`src/rtl/seletor_terminais_rr_pkg.sv`:
```
// Shared types and helpers for the round-robin terminal selector.
// Imported by the interface, the arbiter and the top level.
package seletor_pkg;

    typedef enum logic {
        TERM_FREE = 1'b0,
        TERM_BUSY = 1'b1
    } term_state_t;

    localparam int MODE_RR    = 0;
    localparam int MODE_FIXED = 1;

    // Index width that never collapses to zero bits (a single terminal still needs one).
    function automatic int tw_of(input int n);
        return (n <= 2) ? 1 : $clog2(n);
    endfunction

endpackage

```
`src/rtl/seletor_terminais_rr_if.sv`:
```
// Request/allocation bundle between the request sources and the terminal-enable logic.
// req is a level request; grant[i] stays high while source i owns slice i of term_of,
// until req[i] is sampled low or timeout[i] pulses.
interface seletor_terminais_rr_if #(
    parameter int N_SRC  = 6,
    parameter int N_TERM = 2
);
    import seletor_pkg::*;
    localparam int TW = tw_of(N_TERM);

    logic [N_SRC-1:0]    req;
    logic [N_SRC-1:0]    grant;
    logic [N_SRC*TW-1:0] term_of;
    logic [N_TERM-1:0]   term_busy;
    logic [N_SRC-1:0]    timeout;

    modport master (output req, input grant, term_of, term_busy, timeout);
    modport slave  (input req, output grant, term_of, term_busy, timeout);

endinterface

```
`src/rtl/seletor_terminais_rr_arbitro.sv`:
```
// Combinational single-winner arbiter: round-robin from ptr+1, or lowest index first.
module arbitro_rr
    import seletor_pkg::*;
#(
    parameter int N_SRC      = 6,
    parameter int FIXED_PRIO = MODE_RR,
    localparam int SW        = tw_of(N_SRC)
) (
    input  logic [N_SRC-1:0] elig,
    input  logic [SW-1:0]    ptr,
    output logic [N_SRC-1:0] winner,
    output logic             valid
);

    logic [SW-1:0] idx;

    always_comb begin
        winner = '0;
        valid  = 1'b0;
        idx    = '0;
        for (int k = 0; k < N_SRC; k++) begin
            idx = (FIXED_PRIO == MODE_FIXED) ? SW'(k) : SW'((int'(ptr) + 1 + k) % N_SRC);
            if (!valid && elig[idx]) begin
                winner[idx] = 1'b1;
                valid       = 1'b1;
            end
        end
    end

endmodule

```
`src/rtl/seletor_terminais_rr.sv`:
```
// Allocates at most one free terminal per cycle to the arbitration winner and holds it
// until the owner drops req or the optional hold timeout frees it.
module seletor_terminais_rr
    import seletor_pkg::*;
#(
    parameter int N_SRC      = 6,
    parameter int N_TERM     = 2,
    parameter int HOLD_MAX   = 0,
    parameter int FIXED_PRIO = MODE_RR
) (
    input logic                 clk,
    input logic                 rst_n,
    seletor_terminais_rr_if.slave bus
);

    localparam int TW = tw_of(N_TERM);
    localparam int SW = tw_of(N_SRC);
    localparam int CW = tw_of(HOLD_MAX + 1);

    term_state_t      st_q  [N_TERM];
    term_state_t      st_d  [N_TERM];
    logic [SW-1:0]    own_q [N_TERM];
    logic [SW-1:0]    own_d [N_TERM];
    logic [CW-1:0]    cnt_q [N_TERM];
    logic [CW-1:0]    cnt_d [N_TERM];
    logic [N_SRC-1:0] blocked_q, blocked_d;
    logic [N_SRC-1:0] timeout_q, timeout_d;
    logic [SW-1:0]    ptr_q, ptr_d;

    logic [N_SRC-1:0]    grant_cur;
    logic [N_SRC*TW-1:0] term_of_cur;
    logic [N_TERM-1:0]   busy_cur;
    logic [N_SRC-1:0]    elig;
    logic [N_SRC-1:0]    win_oh;
    logic                win_valid;
    logic [SW-1:0]       win_idx;
    logic                free_found;
    logic [TW-1:0]       free_idx;

    // Outputs are decoded purely from registered terminal state, so req never reaches them.
    always_comb begin
        grant_cur   = '0;
        term_of_cur = '0;
        busy_cur    = '0;
        for (int t = 0; t < N_TERM; t++) begin
            if (st_q[t] == TERM_BUSY) begin
                busy_cur[t]                   = 1'b1;
                grant_cur[own_q[t]]           = 1'b1;
                term_of_cur[own_q[t]*TW +: TW] = TW'(t);
            end
        end
    end

    assign elig = bus.req & ~grant_cur & ~blocked_q;

    arbitro_rr #(
        .N_SRC      (N_SRC),
        .FIXED_PRIO (FIXED_PRIO)
    ) u_arbitro (
        .elig   (elig),
        .ptr    (ptr_q),
        .winner (win_oh),
        .valid  (win_valid)
    );

    always_comb begin
        win_idx    = '0;
        free_found = 1'b0;
        free_idx   = '0;
        for (int i = 0; i < N_SRC; i++) begin
            if (win_oh[i]) win_idx = SW'(i);
        end
        for (int t = 0; t < N_TERM; t++) begin
            if (!free_found && st_q[t] == TERM_FREE) begin
                free_found = 1'b1;
                free_idx   = TW'(t);
            end
        end
    end

    always_comb begin
        st_d      = st_q;
        own_d     = own_q;
        cnt_d     = cnt_q;
        blocked_d = blocked_q & bus.req;
        timeout_d = '0;
        ptr_d     = ptr_q;
        // A release wins over a simultaneous timeout, so the timeout test needs req high.
        for (int t = 0; t < N_TERM; t++) begin
            if (st_q[t] == TERM_BUSY) begin
                if (!bus.req[own_q[t]]) begin
                    st_d[t] = TERM_FREE;
                end else if (HOLD_MAX > 0 && cnt_q[t] == CW'(HOLD_MAX - 1)) begin
                    st_d[t]              = TERM_FREE;
                    timeout_d[own_q[t]]  = 1'b1;
                    blocked_d[own_q[t]]  = 1'b1;
                end else begin
                    cnt_d[t] = cnt_q[t] + 1'b1;
                end
            end
        end
        // Only terminals already free this cycle are handed out; freed ones wait an edge.
        if (win_valid && free_found) begin
            st_d[free_idx]  = TERM_BUSY;
            own_d[free_idx] = win_idx;
            cnt_d[free_idx] = '0;
            ptr_d           = win_idx;
        end
    end

    always_ff @(posedge clk or negedge rst_n) begin
        if (!rst_n) begin
            for (int t = 0; t < N_TERM; t++) begin
                st_q[t]  <= TERM_FREE;
                own_q[t] <= '0;
                cnt_q[t] <= '0;
            end
            blocked_q <= '0;
            timeout_q <= '0;
            ptr_q     <= SW'(N_SRC - 1);
        end else begin
            st_q      <= st_d;
            own_q     <= own_d;
            cnt_q     <= cnt_d;
            blocked_q <= blocked_d;
            timeout_q <= timeout_d;
            ptr_q     <= ptr_d;
        end
    end

    assign bus.grant     = grant_cur;
    assign bus.term_of   = term_of_cur;
    assign bus.term_busy = busy_cur;
    assign bus.timeout   = timeout_q;

endmodule

```
`src/flat_wrapper.sv`:
```
// flat-port wrapper written by rule: the top's interface ports become plain ports
module seletor_terminais_rr_flat import seletor_pkg::*;
#(
    parameter int N_SRC      = 6,
    parameter int N_TERM     = 2,
    parameter int HOLD_MAX   = 0,
    parameter int FIXED_PRIO = MODE_RR
)
  (clk, rst_n, bus_req, bus_grant, bus_term_of, bus_term_busy, bus_timeout);
  seletor_terminais_rr_if #(.N_SRC(N_SRC), .N_TERM(N_TERM)) bus_i ();
  input logic clk;
  input logic rst_n;
  input wire logic [$bits(bus_i.req)-1:0] bus_req;
  output wire logic [$bits(bus_i.grant)-1:0] bus_grant;
  output wire logic [$bits(bus_i.term_of)-1:0] bus_term_of;
  output wire logic [$bits(bus_i.term_busy)-1:0] bus_term_busy;
  output wire logic [$bits(bus_i.timeout)-1:0] bus_timeout;
  assign bus_i.req = bus_req;
  assign bus_grant = bus_i.grant;
  assign bus_term_of = bus_i.term_of;
  assign bus_term_busy = bus_i.term_busy;
  assign bus_timeout = bus_i.timeout;
  seletor_terminais_rr #(.N_SRC(N_SRC), .N_TERM(N_TERM), .HOLD_MAX(HOLD_MAX), .FIXED_PRIO(FIXED_PRIO)) u_core (.clk(clk), .rst_n(rst_n), .bus(bus_i));
endmodule
```
`config.mk`:
```
export PLATFORM = sky130hd
export DESIGN_NAME = seletor_terminais_rr_flat
export DESIGN_NICKNAME = d
export VERILOG_FILES = /design/src/rtl/seletor_terminais_rr_pkg.sv /design/src/rtl/seletor_terminais_rr_if.sv /design/src/rtl/seletor_terminais_rr_arbitro.sv /design/src/rtl/seletor_terminais_rr.sv /design/src/flat_wrapper.sv
export SDC_FILE = /design/constraint.sdc
export NUM_CORES = 1
export LEC_CHECK = 0
export ABC_AREA = 1
export CORE_MARGIN = 8
export CORE_UTILIZATION = 35
export DETAILED_ROUTE_END_ITERATION = 6
export PLACE_DENSITY_LB_ADDON = 0.15
export SYNTH_ARGS = -nofsm -noshare
export SYNTH_HDL_FRONTEND = slang
export SYNTH_HIERARCHICAL = 1
export SYNTH_SLANG_ARGS = --single-unit
```
`constraint.sdc`:
```
create_clock -name clk -period 6.4 [get_ports clk]
set_input_delay 1.92 -clock clk [delete_from_list [all_inputs] [get_ports clk]]
set_output_delay 1.92 -clock clk [all_outputs]
set_load 0.01 [all_outputs]
```
==> results of run 1 <==
[placed cells by master (no fill, tap or decap), drive strengths merged]
master           n
a21boi           1
a21oi           11
buf              1
clkbuf           4
clkdlybuf4s50   21
conb             6
dfrtp           15
dfstp            2
ha              28
inv             90
nand2          209
nand3           73
nand3b           4
nand4           25
nor2            51
nor3             9
nor4             2
o211ai           2
o21ai           22
o21bai           1
or2              9
xor2             1
[worst max-delay path: cells and delay by family (launching register included)]
kind | cells | cell delay [ns]
DFF | 1 | 0.73
and+or+nand+nor | 19 | 1.98
adders and majority gates | 3 | 1.21
AOI/OAI and AO/OA | 2 | 0.14
buffers and inverters | 6 | 0.85
[registers in the layout, indices dropped and copies added, names as in the netlist]
| signal | flops |
|---|---|
| u_core/st_q | 2 |
| u_core/own_q | 6 |
| u_core/ptr_q | 3 |
| u_core/blocked_q | 6 |
[routing by layer]
metal  vias to the layer above  global-route usage [%]  wire length, µm
met5                         -                       0                0
met4                         0                  0.8094                8
met1                      1572                   19.30             4541
met2                        42                   22.63             3882
met3                         2                   1.503              248
li1                       1843                       -                -
[worst paths after layout]
kind	to	cells after the start	slack [ns]
worst max-delay path	u_core/own_q[5]	30	1.37
worst min-delay path	u_core/blocked_q[2]	2	0.47
worst max register to register	u_core/own_q[5]	30	1.37
worst min register to register	u_core/blocked_q[2]	2	0.47
max in group asynchronous	u_core/blocked_q[5]	1	3.80
min in group asynchronous	u_core/blocked_q[0]	1	2.12
[metrics by stage]
step / cells / util, % / area, µm² / setup slack [ns] / hold slack, ns
global placement: 694 / 38.58 / 3531 / 1.410 / 0.4429
floorplan: 577 / - / 3286 / 1.851 / 0.4278
finish: 698 / 39.07 / 3576 / 1.369 / 0.4668
detailed placement: 694 / 38.58 / 3531 / 1.382 / 0.4482
CTS: 698 / 39.07 / 3576 / 1.362 / 0.4665
global route: 698 / 39.07 / 3576 / 0.8208 / 0.4880
[area by class of cell]
cell class	instances	area share, %
clock buffer	4	1.260
inverter	90	9.587
multi-input combinational	454	67.21
sequential	17	11.97
tap	111	3.884
timing repair buffer	22	6.088
==> flow_metrics.py, run 1 <==
metrics = {
    "placed_design": {
        "place_congestion": 0.9012,
        "portBuffers": 21,
        "hpwl_um": 7277,
    },
    "clock_tree": {
        "path_clk_slew_ns": 0.07,
        "root_buffer": "clkbuf_8",
        "htreeDepth": 1,
        "post_cts_buffers": 0,
        "cts_resized": 0,
        "cts_num_sinks": 17,
        "cts_buffers": 3,
        "cts_tree": "done",
        "clockBufferDepth": 2,
        "cts.hold.buffers_added": 0,
        "clk_latency_ns": 0.25,
    },
    "setup_path": {
        "worstPathArrival_ns": 5.17,
        "crit_path_start_kind": "flop",
        "critPathMostFrequentCell": "nand2_1",
        "rr_startpoint": "u_core/ptr_q[0]",
        "required_ns": 6.54,
        "slowest_stage": "dfstp_2",
        "crit_path_end_kind": "flop",
        "cp_max_fo": 24,
        "startpoint": "u_core/ptr_q[0]",
        "path_class": "flop to flop",
        "max_stage_delay_ns": 0.73,
    },
    "yosys": {
        "synth.cell_area_um2": 3267,
        "syn_inst": 572,
        "syn_avg_cell_area_um2": 5.711,
        "ys_warn_count": 6,
    },
    "sta": {
        "finalHoldViolCount": 0,
        "fin_crit_ns": 5.031,
        "slew_headroom_pct": 49.09,
        "fin_skew_ns": 0.002145,
        "min_period_over_period_pct": 78.61,
        "drv_slew": 0,
        "fin_tns_setup_ns": 0,
        "rsz0062_at_grt": "no",
        "worstMarginPinSlew_ns": 0.7613,
        "clock.fmax_ghz": 0.1988,
        "setup_viol": 0,
    },
    "worst_hold_path": {
        "hold_start": "u_core/blocked_q[2]",
        "hp-class": "flop to flop",
    },
    "detailed_routing": {
        "ant_nets": 0,
        "viasPerCell": 4.956,
        "drt-pass1-iter-count": 4,
        "drt-total-wl_um": 8681,
        "avgRoutedWirePerCell_um": 12.44,
        "post-route-drc-count": 0,
        "first_iter_violations": 247,
        "vias": 3459,
    },
    "final_layout": {
        "num-nets-final": 624,
        "insertedDiodeCount": 0,
        "drive_gt1_share_pct": 12.44,
        "multiInputGateArea_um2": 2404,
        "area_growth_pct": 9.460,
        "area.sequential_um2": 427.9,
        "nFillCells": 1009,
    },
    "status": {
        "status": "finished clean",
    },
    "floorplan": {
        "dieWidth_um": 112.6,
        "die_h_um": 112.6,
        "num_rows": 35,
        "io_pins": 28,
        "core_area_um2": 9153,
        "start_util_pct": 35.69,
        "dieArea_um2": 12680,
    },
    "global_routing": {
        "grt_overflow_total": 0,
        "grt_max_degree": 25,
        "grt_pass1_wl_um": 14840,
        "grt_util_all_layers_pct": 13.67,
        "grt_pass1_vias": 3130,
        "antenna_found_initial": 0,
    },
    "job": {
        "drv_cap": 0,
    },
}
Power of run 1 is left out: the tool's default activity adds up to more than one toggle a clock period on the data nets, which glitch-free logic cannot reach.
==> run 2, diff against run 1 <==
==> constraint.sdc (replaced) <==
create_clock -name clk -period 4.3 [get_ports clk]
set_input_delay 1.29 -clock clk [delete_from_list [all_inputs] [get_ports clk]]
set_output_delay 1.29 -clock clk [all_outputs]
set_load 0.01 [all_outputs]
==> flow_metrics.py, run 2 (synthesis results as in run 1) <==
metrics = {
    "worst_hold_path": {
        "hp-class": "flop to flop",
        "hold_end": "u_core/blocked_q[2]",
        "hold_start": "u_core/blocked_q[2]",
        "min_path_cells": 2,
    },
    "setup_path": {
        "r2r-end": "u_core/own_q[1]",
        "worstPathArrival_ns": 4.26,
        "r2r_slack_ns": 0.22,
        "crit_path_start_kind": "flop",
        "required_ns": 4.48,
        "crit_path_end_kind": "flop",
        "max_stage_delay_ns": 0.58,
        "path_class": "flop to flop",
        "rr_startpoint": "u_core/ptr_q[0]",
        "slowest_stage": "dfstp_2",
        "cp_max_fo": 7,
        "r2r_cells": 32,
        "critPathMostFrequentCell": "nand2_1",
    },
    "final_layout": {
        "fin_util_pct": 45.43,
        "insertedDiodeCount": 0,
        "final_common_cell": "nand2_1",
        "final_cell_mix": "nand2_1, inv_1, nand3_1",
        "nFillCells": 979,
        "drive_gt1_share_pct": 28.34,
        "num-nets-final": 658,
        "top_regs": "u_core/blocked_q x6, u_core/own_q x6, u_core/ptr_q x3",
        "area_growth_pct": 27.27,
    },
    "floorplan": {
        "start_util_pct": 35.69,
        "die_h_um": 112.6,
        "num_rows": 35,
        "dieWidth_um": 112.6,
        "dieArea_um2": 12680,
        "core_area_um2": 9153,
        "io_pins": 28,
    },
    "detailed_routing": {
        "avgRoutedWirePerCell_um": 12.73,
        "post-route-drc-count": 0,
        "ant_nets": 0,
        "viasPerCell": 4.978,
        "vias": 3644,
        "first_iter_violations": 268,
        "drt-pass1-iter-count": 4,
        "drt-total-wl_um": 9315,
    },
    "status": {
        "status": "finished clean",
    },
    "clock_tree": {
        "clockBufferDepth": 2,
        "path_clk_slew_ns": 0.07,
        "clk_latency_ns": 0.25,
        "cts_tree": "done",
        "root_buffer": "clkbuf_8",
        "cts.hold.buffers_added": 0,
        "htreeDepth": 1,
        "cts_buffers": 3,
        "cts_num_sinks": 17,
    },
    "global_routing": {
        "grt_pass1_vias": 3282,
        "antenna_found_initial": 0,
        "grt_overflow_total": 0,
        "grt_pass1_wl_um": 15270,
        "grt_util_all_layers_pct": 14.23,
        "grt_max_degree": 24,
    },
    "placed_design": {
        "place_congestion": 0.8599,
        "hpwl_um": 7566,
        "portBuffers": 21,
    },
    "sta": {
        "slew_headroom_pct": 45.42,
        "fin_skew_ns": 0.004341,
        "worstMarginPinSlew_ns": 0.8161,
        "finalHoldViolCount": 0,
        "min_period_over_period_pct": 94.95,
        "setup_viol": 0,
        "clock.fmax_ghz": 0.2449,
        "drv_slew": 0,
        "fin_crit_ns": 4.083,
    },
    "job": {
        "drv_cap": 0,
    },
}
==> run 2: per-layer routing <==
layer / up-vias / GRT usage (%) / share of wire, %
li1: 1913 / - / -
met1: 1675 / 21.25 / 53
met2: 56 / 22.43 / 45
met3: 0 / 0.8052 / 2.7
met4: 0 / 1.349 / 0
met5: - / 0 / 0
==> run 2: worst max-delay path by stage <==
stage	endpoint	start	cells past startpoint	slack, ns
6_report	u_core/own_q[1]	u_core/ptr_q[0]	32	0.22
5_1_grt	u_core/own_q[1]	u_core/ptr_q[0]	32	-0.05
4_1_cts	u_core/own_q[1]	u_core/ptr_q[0]	25	0.04
3_5_place_dp	u_core/own_q[1]	bus_req[5]	19	-0.04
3_3_place_gp	u_core/own_q[1]	bus_req[5]	19	-0.06
2_1_floorplan	u_core/own_q[1]	u_core/ptr_q[0]	28	0.002
==> run 2: repair_timing <==
| item | 4_1_cts | 5_1_grt |
|---|---|---|
| gates resized for setup | 0 | 79 |
| endpoints found under the hold margin | 0 | 0 |
| endpoints found under the setup margin | 0 | 11 |
| buffers inserted | 0 | 8 |
==> run 2: worst max-delay path: cells and delay by family (launching register included) <==
kind,cells,cell delay [ns]
flip-flops,1,0.58
AO/OA/AOI/OAI,1,0.06
AND/OR/NAND/NOR,23,2.19
buffers and inverters,5,0.40
adder cells (fa/ha/maj),3,0.76
==> run 2: area by class of cell <==
cell class | instances | area (µm²) | share of cell area (%)
inverter | 90 | 342.8 | 8.246
clock buffer | 3 | 41.29 | 0.9931
timing repair buffer | 56 | 484.2 | 11.65
clock inverter | 1 | 5.005 | 0.1204
tap | 111 | 138.9 | 3.340
sequential | 17 | 427.9 | 10.29
multi-input combinational | 454 | 2718 | 65.36
==> run 2: per-stage QoR <==
step                cell area, µm²  hold slack (ns)  std cells  TNS (ns)  setup slack (ns)
global route                  4158           0.4906        732   -0.1935          -0.04608
global placement              3764           0.4427        720   -0.1414          -0.05610
CTS                           3810           0.4654        724         0           0.03833
finish                        4158           0.4662        732         0            0.2173
floorplan                     3326           0.4278        577         0          0.001945
detailed placement            3764           0.4469        720   -0.1011          -0.04353
Power of run 2 is left out for the same reason.
